$ cat src/rtl/ram_arb_pkg.sv
// Shared types for the RAM access arbiter: owners, FSM states, read tags.
// Optional statistics are enabled with the ARB_STATS_EN macro.
package ram_arb_pkg;

   typedef enum logic [1:0] {
      OWN_NONE,
      OWN_HOST,
      OWN_STRM
   } owner_e;

   typedef enum logic {
      HOST_PRI,
      STRM_FORCE
   } arb_state_e;

   typedef struct packed {
      logic   vld;
      owner_e own;
   } rd_tag_t;

   localparam int RUN_CNT_W = 4;

   function automatic logic [RUN_CNT_W-1:0] sat_inc(
      input logic [RUN_CNT_W-1:0] v
   );
      return (&v) ? v : v + RUN_CNT_W'(1);
   endfunction

endpackage

$ cat src/rtl/ram_arb_tag_pipe.sv
// In-flight read tag shift register, RD_LAT stages deep.
// Async clear drops every tag so no stale valid survives a reset.
module ram_arb_tag_pipe
   import ram_arb_pkg::*;
#(
   parameter int DEPTH = 1
) (
   input  logic    clk,
   input  logic    reset_n,
   input  rd_tag_t tag_in,
   output rd_tag_t tag_out
);

   rd_tag_t [DEPTH-1:0] pipe;

   always_ff @(posedge clk or negedge reset_n) begin
      if (!reset_n) begin
         pipe <= '0;
      end else begin
         pipe[0] <= tag_in;
         for (int i = 1; i < DEPTH; i++) begin
            pipe[i] <= pipe[i-1];
         end
      end
   end

   assign tag_out = pipe[DEPTH-1];

endmodule

$ cat src/rtl/ram_access_arbiter.sv
// Arbitrates one RAM between an Avalon-MM host and a stream prefetcher.
// Define ARB_STATS_EN to add grant/stall statistics counters.
module ram_access_arbiter
   import ram_arb_pkg::*;
#(
   parameter int ADDR_W       = 16,
   parameter int DATA_W       = 32,
   parameter int NSYM         = 4,
   parameter int RD_LAT       = 1,
   parameter int MAX_HOST_RUN = 4
) (
   input  logic              clk,
   input  logic              reset_n,
   input  logic              h_read,
   input  logic              h_write,
   input  logic [ADDR_W-1:0] h_address,
   input  logic [NSYM-1:0]   h_byteenable,
   input  logic [DATA_W-1:0] h_writedata,
   output logic              h_waitrequest,
   output logic [DATA_W-1:0] h_readdata,
   output logic              h_readdatavalid,
   input  logic              s_req,
   input  logic [ADDR_W-1:0] s_addr,
   output logic              s_grant,
   output logic [DATA_W-1:0] s_rdata,
   output logic              s_rvalid,
   output logic [ADDR_W-1:0] ram_rd_addr,
   output logic [ADDR_W-1:0] ram_wr_addr,
   output logic [DATA_W-1:0] ram_din,
   output logic [NSYM-1:0]   ram_we,
   input  logic [DATA_W-1:0] ram_dout
`ifdef ARB_STATS_EN
   ,
   input  logic              stat_clr,
   output logic [31:0]       stat_host_cnt,
   output logic [31:0]       stat_strm_cnt,
   output logic [31:0]       stat_stall_cnt
`endif
);

   localparam logic [RUN_CNT_W-1:0] MAX_C = RUN_CNT_W'(MAX_HOST_RUN);

   arb_state_e           state, state_nxt;
   logic [RUN_CNT_W-1:0] run_cnt, run_cnt_nxt;
   logic                 h_req, host_grant, strm_grant;
   logic                 h_wr_grant, h_rd_grant;
   logic [ADDR_W-1:0]    rd_addr_q, wr_addr_q;
   logic [DATA_W-1:0]    din_q, h_rd_q, s_rd_q;
   rd_tag_t              tag_in, tag_out;

   assign h_req = h_read | h_write;

   // Grants are forced low while reset is asserted.
   always_comb begin
      state_nxt   = state;
      run_cnt_nxt = run_cnt;
      host_grant  = 1'b0;
      strm_grant  = 1'b0;
      if (reset_n) begin
         unique case (state)
            HOST_PRI: begin
               if (h_req) begin
                  host_grant = 1'b1;
                  if (s_req) begin
                     run_cnt_nxt = sat_inc(run_cnt);
                     if (run_cnt_nxt >= MAX_C)
                        state_nxt = STRM_FORCE;
                  end else begin
                     run_cnt_nxt = '0;
                  end
               end else begin
                  strm_grant  = s_req;
                  run_cnt_nxt = '0;
               end
            end
            STRM_FORCE: begin
               strm_grant  = s_req;
               run_cnt_nxt = '0;
               state_nxt   = HOST_PRI;
            end
            default: begin
               state_nxt   = HOST_PRI;
               run_cnt_nxt = '0;
            end
         endcase
      end
   end

   always_ff @(posedge clk or negedge reset_n) begin
      if (!reset_n) begin
         state   <= HOST_PRI;
         run_cnt <= '0;
      end else begin
         state   <= state_nxt;
         run_cnt <= run_cnt_nxt;
      end
   end

   assign h_wr_grant    = host_grant & h_write;
   assign h_rd_grant    = host_grant & h_read & ~h_write;
   assign h_waitrequest = ~reset_n | (h_req & ~host_grant);
   assign s_grant       = strm_grant;

   always_comb begin
      ram_rd_addr = rd_addr_q;
      if (h_rd_grant)
         ram_rd_addr = h_address;
      else if (strm_grant)
         ram_rd_addr = s_addr;
   end

   assign ram_wr_addr = h_wr_grant ? h_address : wr_addr_q;
   assign ram_din     = h_wr_grant ? h_writedata : din_q;
   assign ram_we      = h_wr_grant ? h_byteenable : '0;

   always_comb begin
      tag_in.vld = h_rd_grant | strm_grant;
      tag_in.own = OWN_NONE;
      if (h_rd_grant)
         tag_in.own = OWN_HOST;
      else if (strm_grant)
         tag_in.own = OWN_STRM;
   end

   ram_arb_tag_pipe #(
      .DEPTH (RD_LAT)
   ) u_tag_pipe (
      .clk     (clk),
      .reset_n (reset_n),
      .tag_in  (tag_in),
      .tag_out (tag_out)
   );

   assign h_readdatavalid = tag_out.vld & (tag_out.own == OWN_HOST);
   assign s_rvalid        = tag_out.vld & (tag_out.own == OWN_STRM);
   assign h_readdata      = h_readdatavalid ? ram_dout : h_rd_q;
   assign s_rdata         = s_rvalid ? ram_dout : s_rd_q;

   // Hold registers keep idle buses at their last driven value.
   always_ff @(posedge clk or negedge reset_n) begin
      if (!reset_n) begin
         rd_addr_q <= '0;
         wr_addr_q <= '0;
         din_q     <= '0;
         h_rd_q    <= '0;
         s_rd_q    <= '0;
      end else begin
         rd_addr_q <= ram_rd_addr;
         wr_addr_q <= ram_wr_addr;
         din_q     <= ram_din;
         h_rd_q    <= h_readdata;
         s_rd_q    <= s_rdata;
      end
   end

`ifdef ARB_STATS_EN
   logic h_stall;
   assign h_stall = h_req & ~host_grant;

   always_ff @(posedge clk or negedge reset_n) begin
      if (!reset_n) begin
         stat_host_cnt  <= '0;
         stat_strm_cnt  <= '0;
         stat_stall_cnt <= '0;
      end else if (stat_clr) begin
         stat_host_cnt  <= '0;
         stat_strm_cnt  <= '0;
         stat_stall_cnt <= '0;
      end else begin
         if (host_grant && !(&stat_host_cnt))
            stat_host_cnt <= stat_host_cnt + 32'd1;
         if (strm_grant && !(&stat_strm_cnt))
            stat_strm_cnt <= stat_strm_cnt + 32'd1;
         if (h_stall && !(&stat_stall_cnt))
            stat_stall_cnt <= stat_stall_cnt + 32'd1;
      end
   end
`endif

endmodule

$ cat config.mk
export PLATFORM = sky130hd
export DESIGN_NAME = ram_access_arbiter
export DESIGN_NICKNAME = d
export VERILOG_FILES = /design/src/rtl/ram_arb_pkg.sv /design/src/rtl/ram_arb_tag_pipe.sv /design/src/rtl/ram_access_arbiter.sv
export SDC_FILE = /design/constraint.sdc
export NUM_CORES = 1
export LEC_CHECK = 0
export CAP_MARGIN = 20
export CORE_UTILIZATION = 42
export CTS_CLUSTER_DIAMETER = 120
export DETAILED_ROUTE_END_ITERATION = 10
export GPL_TIMING_DRIVEN = 1
export MAX_ROUTING_LAYER = met4
export PLACE_DENSITY = 0.83
export RECOVER_POWER = 100
export SLEW_MARGIN = 20
export SYNTH_ARGS = -nofsm -noshare
export SYNTH_HDL_FRONTEND = slang
export SYNTH_HIERARCHICAL = 1
export SYNTH_SLANG_ARGS = --single-unit
$ cat constraint.sdc
create_clock -name clk -period 1.7 [get_ports clk]
set_input_delay 0.255 -clock clk [delete_from_list [all_inputs] [get_ports clk]]
set_output_delay 0.255 -clock clk [all_outputs]
set_load 0.03 [all_outputs]
==> impl_metrics.py <==
metrics = {
    "outcome": {
        "status": "finished with violations",
        "violations": "negative setup slack",
    },
    "finish": {
        "final_cell_mix": "nand2_4, dfrtp_1, buf_4",
        "fillers": 435,
        "final_core_util": 0.9083,
        "final_common_cell": "nand2_4",
        "final_nets": 957,
        "area_growth_pct": 108.5,
        "final_cells": 1030,
        "diodes": 0,
        "layout-drive-gt1-share": 0.6206,
    },
    "timing": {
        "rsz0062_at_grt": "yes",
        "worstMarginPinSlew_ns": 0.9472,
        "setup_slack_ns": -0.5126,
        "fin_crit_sh": 1.302,
        "fmaxAchievable_mhz": 452.0,
        "slew_viol_final": 0,
        "fin_skew_ns": 0.01189,
        "hold_violations": 0,
        "slew_headroom": 0.3685,
        "fin_crit_ns": 2.213,
        "setup_viol": 137,
        "timing.hold.ws_ns": 0.4129,
    },
    "yosys": {
        "syn_area_sq_um": 5298,
        "ys_top_cells_by_area": "dfrtp_1, nand2_1, mux2_2",
        "avgSynthCellArea_sq_um": 10.81,
        "yosysSeqAreaShare": 0.6424,
        "netlist_instances": 490,
        "yosysWarnings": 6,
        "synth_top_area_cell": "dfrtp_1",
        "ys_seq_elements": 136,
        "synth_top_area_frac": 0.6424,
        "synth.net_count": 596,
        "synth_cell_types": 27,
    },
    "placed_design": {
        "placed_cells": 894,
        "hpwlAfterDp_um": 10420,
        "port_buffers": 240,
        "gp_congestion": 0.7974,
    },
    "drt": {
        "avgRoutedWirePerCell_um": 25.88,
        "drc_errors": 0,
        "drtIter0Drc": 377,
        "viasPerCell": 5.597,
        "via_count": 5765,
        "drtPass1Iterations": 5,
        "ant_nets": 0,
        "postRouteWirelength_um": 26650,
    },
    "setup_path": {
        "worst-path-max-fanout": 17,
        "endpoint_kind": "primary output",
        "cp-start-kind": "flop",
        "criticalPathCategory": "reg2out",
        "cp.required_ns": 1.44,
        "cp.arrival_ns": 1.96,
    },
    "clock_network": {
        "cts.clk_slew.worst_paths_ns": 0.06,
        "cts_root_buffer": "clkbuf_16",
        "cts_max_path_buffers": 2,
        "cts_buffers": 17,
        "cts_sinks": 136,
        "cts_tree": "built",
        "clock_latency_ns": 0.43,
        "ctsHtreeMaxLevel": 4,
    },
    "global_routing": {
        "antenna_found_initial": 0,
        "grt_max_degree": 78,
        "gr-total-overflow": 0,
        "grt_usage": 0.3461,
        "grt_pass1_vias": 5916,
        "grt_pass1_wl_um": 32010,
    },
    "pwr": {
        "powerDensity_nw_per_um2": 1429,
        "total_power_mw": 15.78,
        "p_leak_nw": 5.333,
        "ir_worst_vdd_uv": 883.0,
    },
    "floorplanning": {
        "initial_core_util": 0.4356,
        "rows": 40,
        "io_pins": 241,
        "coreArea_sq_um": 12160,
        "die_w_um": 114.3,
        "fp.dieH_um": 114.3,
        "dieArea_sq_um": 13070,
    },
    "hold_path": {
        "hold_class": "in2reg",
    },
    "run": {
        "drv_cap": 0,
    },
}
cell families after synthesis:
family                     after synthesis  share of synthesized area
AOI/OAI and AO/OA                       31                    0.04275
muxes                                   48                     0.1020
DFF                                    136                     0.6424
buffers and inverters                   27                    0.02527
and+or+nand+nor                        246                     0.1835
xor gates and xnor gates                 1                   0.001654
adders and majority gates                1                   0.002361
layer usage:
layer,track usage,share of wire,vias to the layer above
met5,-,0,-
met4,0.2156,0.067,0
met3,0.1117,0.11,149
met2,0.5644,0.48,467
met1,0.3647,0.34,2838
li1,-,-,2311
Yosys cell counts:
cell type and n:
nor3b_2 1, nand2b_1 1, clkbuf_1 10, o21ai_0 3
nand3_1 3, o21bai_1 2, a41oi_1 1, nor4bb_1 1
nand2_1 229, nand3b_1 2, o21a_1 1, ha_1 1
o2bb2ai_1 1, a31oi_4 1, xor2_1 1, o21ai_1 1
buf_6 3, buf_2 8, dfrtp_1 136, nor2_1 2
inv_1 4, a22oi_1 16, a21oi_1 5, and3_1 6
mux2_2 48, nor2b_2 1, buf_1 2
final cells by class:
class,instances,area [sq um],area share
Clock buffer,27,503.0,0.04553
Clock inverter,3,40.04,0.003624
Inverter,4,17.52,0.001586
Multi-Input combinational cell,327,3017,0.2731
Sequential cell,136,3405,0.3082
Tap cell,168,210.2,0.01903
Timing Repair Buffer,365,3855,0.3490
what timing repair did:
action / in CTS / in global routing
resized for setup: 268 / 207
setup buffers: 75 / 46
hold buffers: 1 / 0
gates cloned: 10 / 5
pin swaps: 63 / 100
endpoints found under the hold margin: 77 / 0
endpoints found under the setup margin: 135 / 206
per-stage QoR:
stage	cell area, sq um	TNS [ns]	setup WS (ns)
floorplan	5334	0	0.02345
global placement	7746	-27.69	-0.4596
detailed placement	7746	-31.85	-0.5224
CTS	10050	-47.65	-0.4441
global route	11050	-55.94	-0.5687
finish	11050	-45.28	-0.5126
flip-flops by register name, summed over array words and instances (netlist names):
name / cells
s_rd_q: 32
h_rd_q: 32
rd_addr_q: 16
wr_addr_q: 16
din_q: 32
state: 1
run_cnt: 4
u_tag_pipe/tag_out: 3
final timing paths:
kind	startpoint	endpoint	slack, ns	cells after the start
max	state	ram_rd_addr[5]	-0.51	6
min	reset_n	u_tag_pipe/tag_out[1]	0.41	3
max reg2reg	u_tag_pipe/tag_out[1]	h_rd_q[28]	-0.10	11
min reg2reg	rd_addr_q[0]	rd_addr_q[0]	0.48	2
max in group asynchronous	reset_n	h_rd_q[8]	0.11	4
min in group asynchronous	reset_n	wr_addr_q[8]	0.59	3
report_power, final:
part | switching [mW] | leakage (nW) | internal (mW) | total, mW
combinational | 4.08 | 3.47 | 3.47 | 7.55
sequential | 0.647 | 1.59 | 4.07 | 4.72
clock | 1.37 | 0.267 | 2.15 | 3.52
critical path, cell delays in order (launching register included):
cell	delay [ns]
dfrtp_2	0.45
o21bai_4	0.21
and3_4	0.20
buf_12	0.15
a22oi_1	0.26
nand2_2	0.11
buf_6	0.15
No activity file was read; power rests on OpenSTA's default activity.
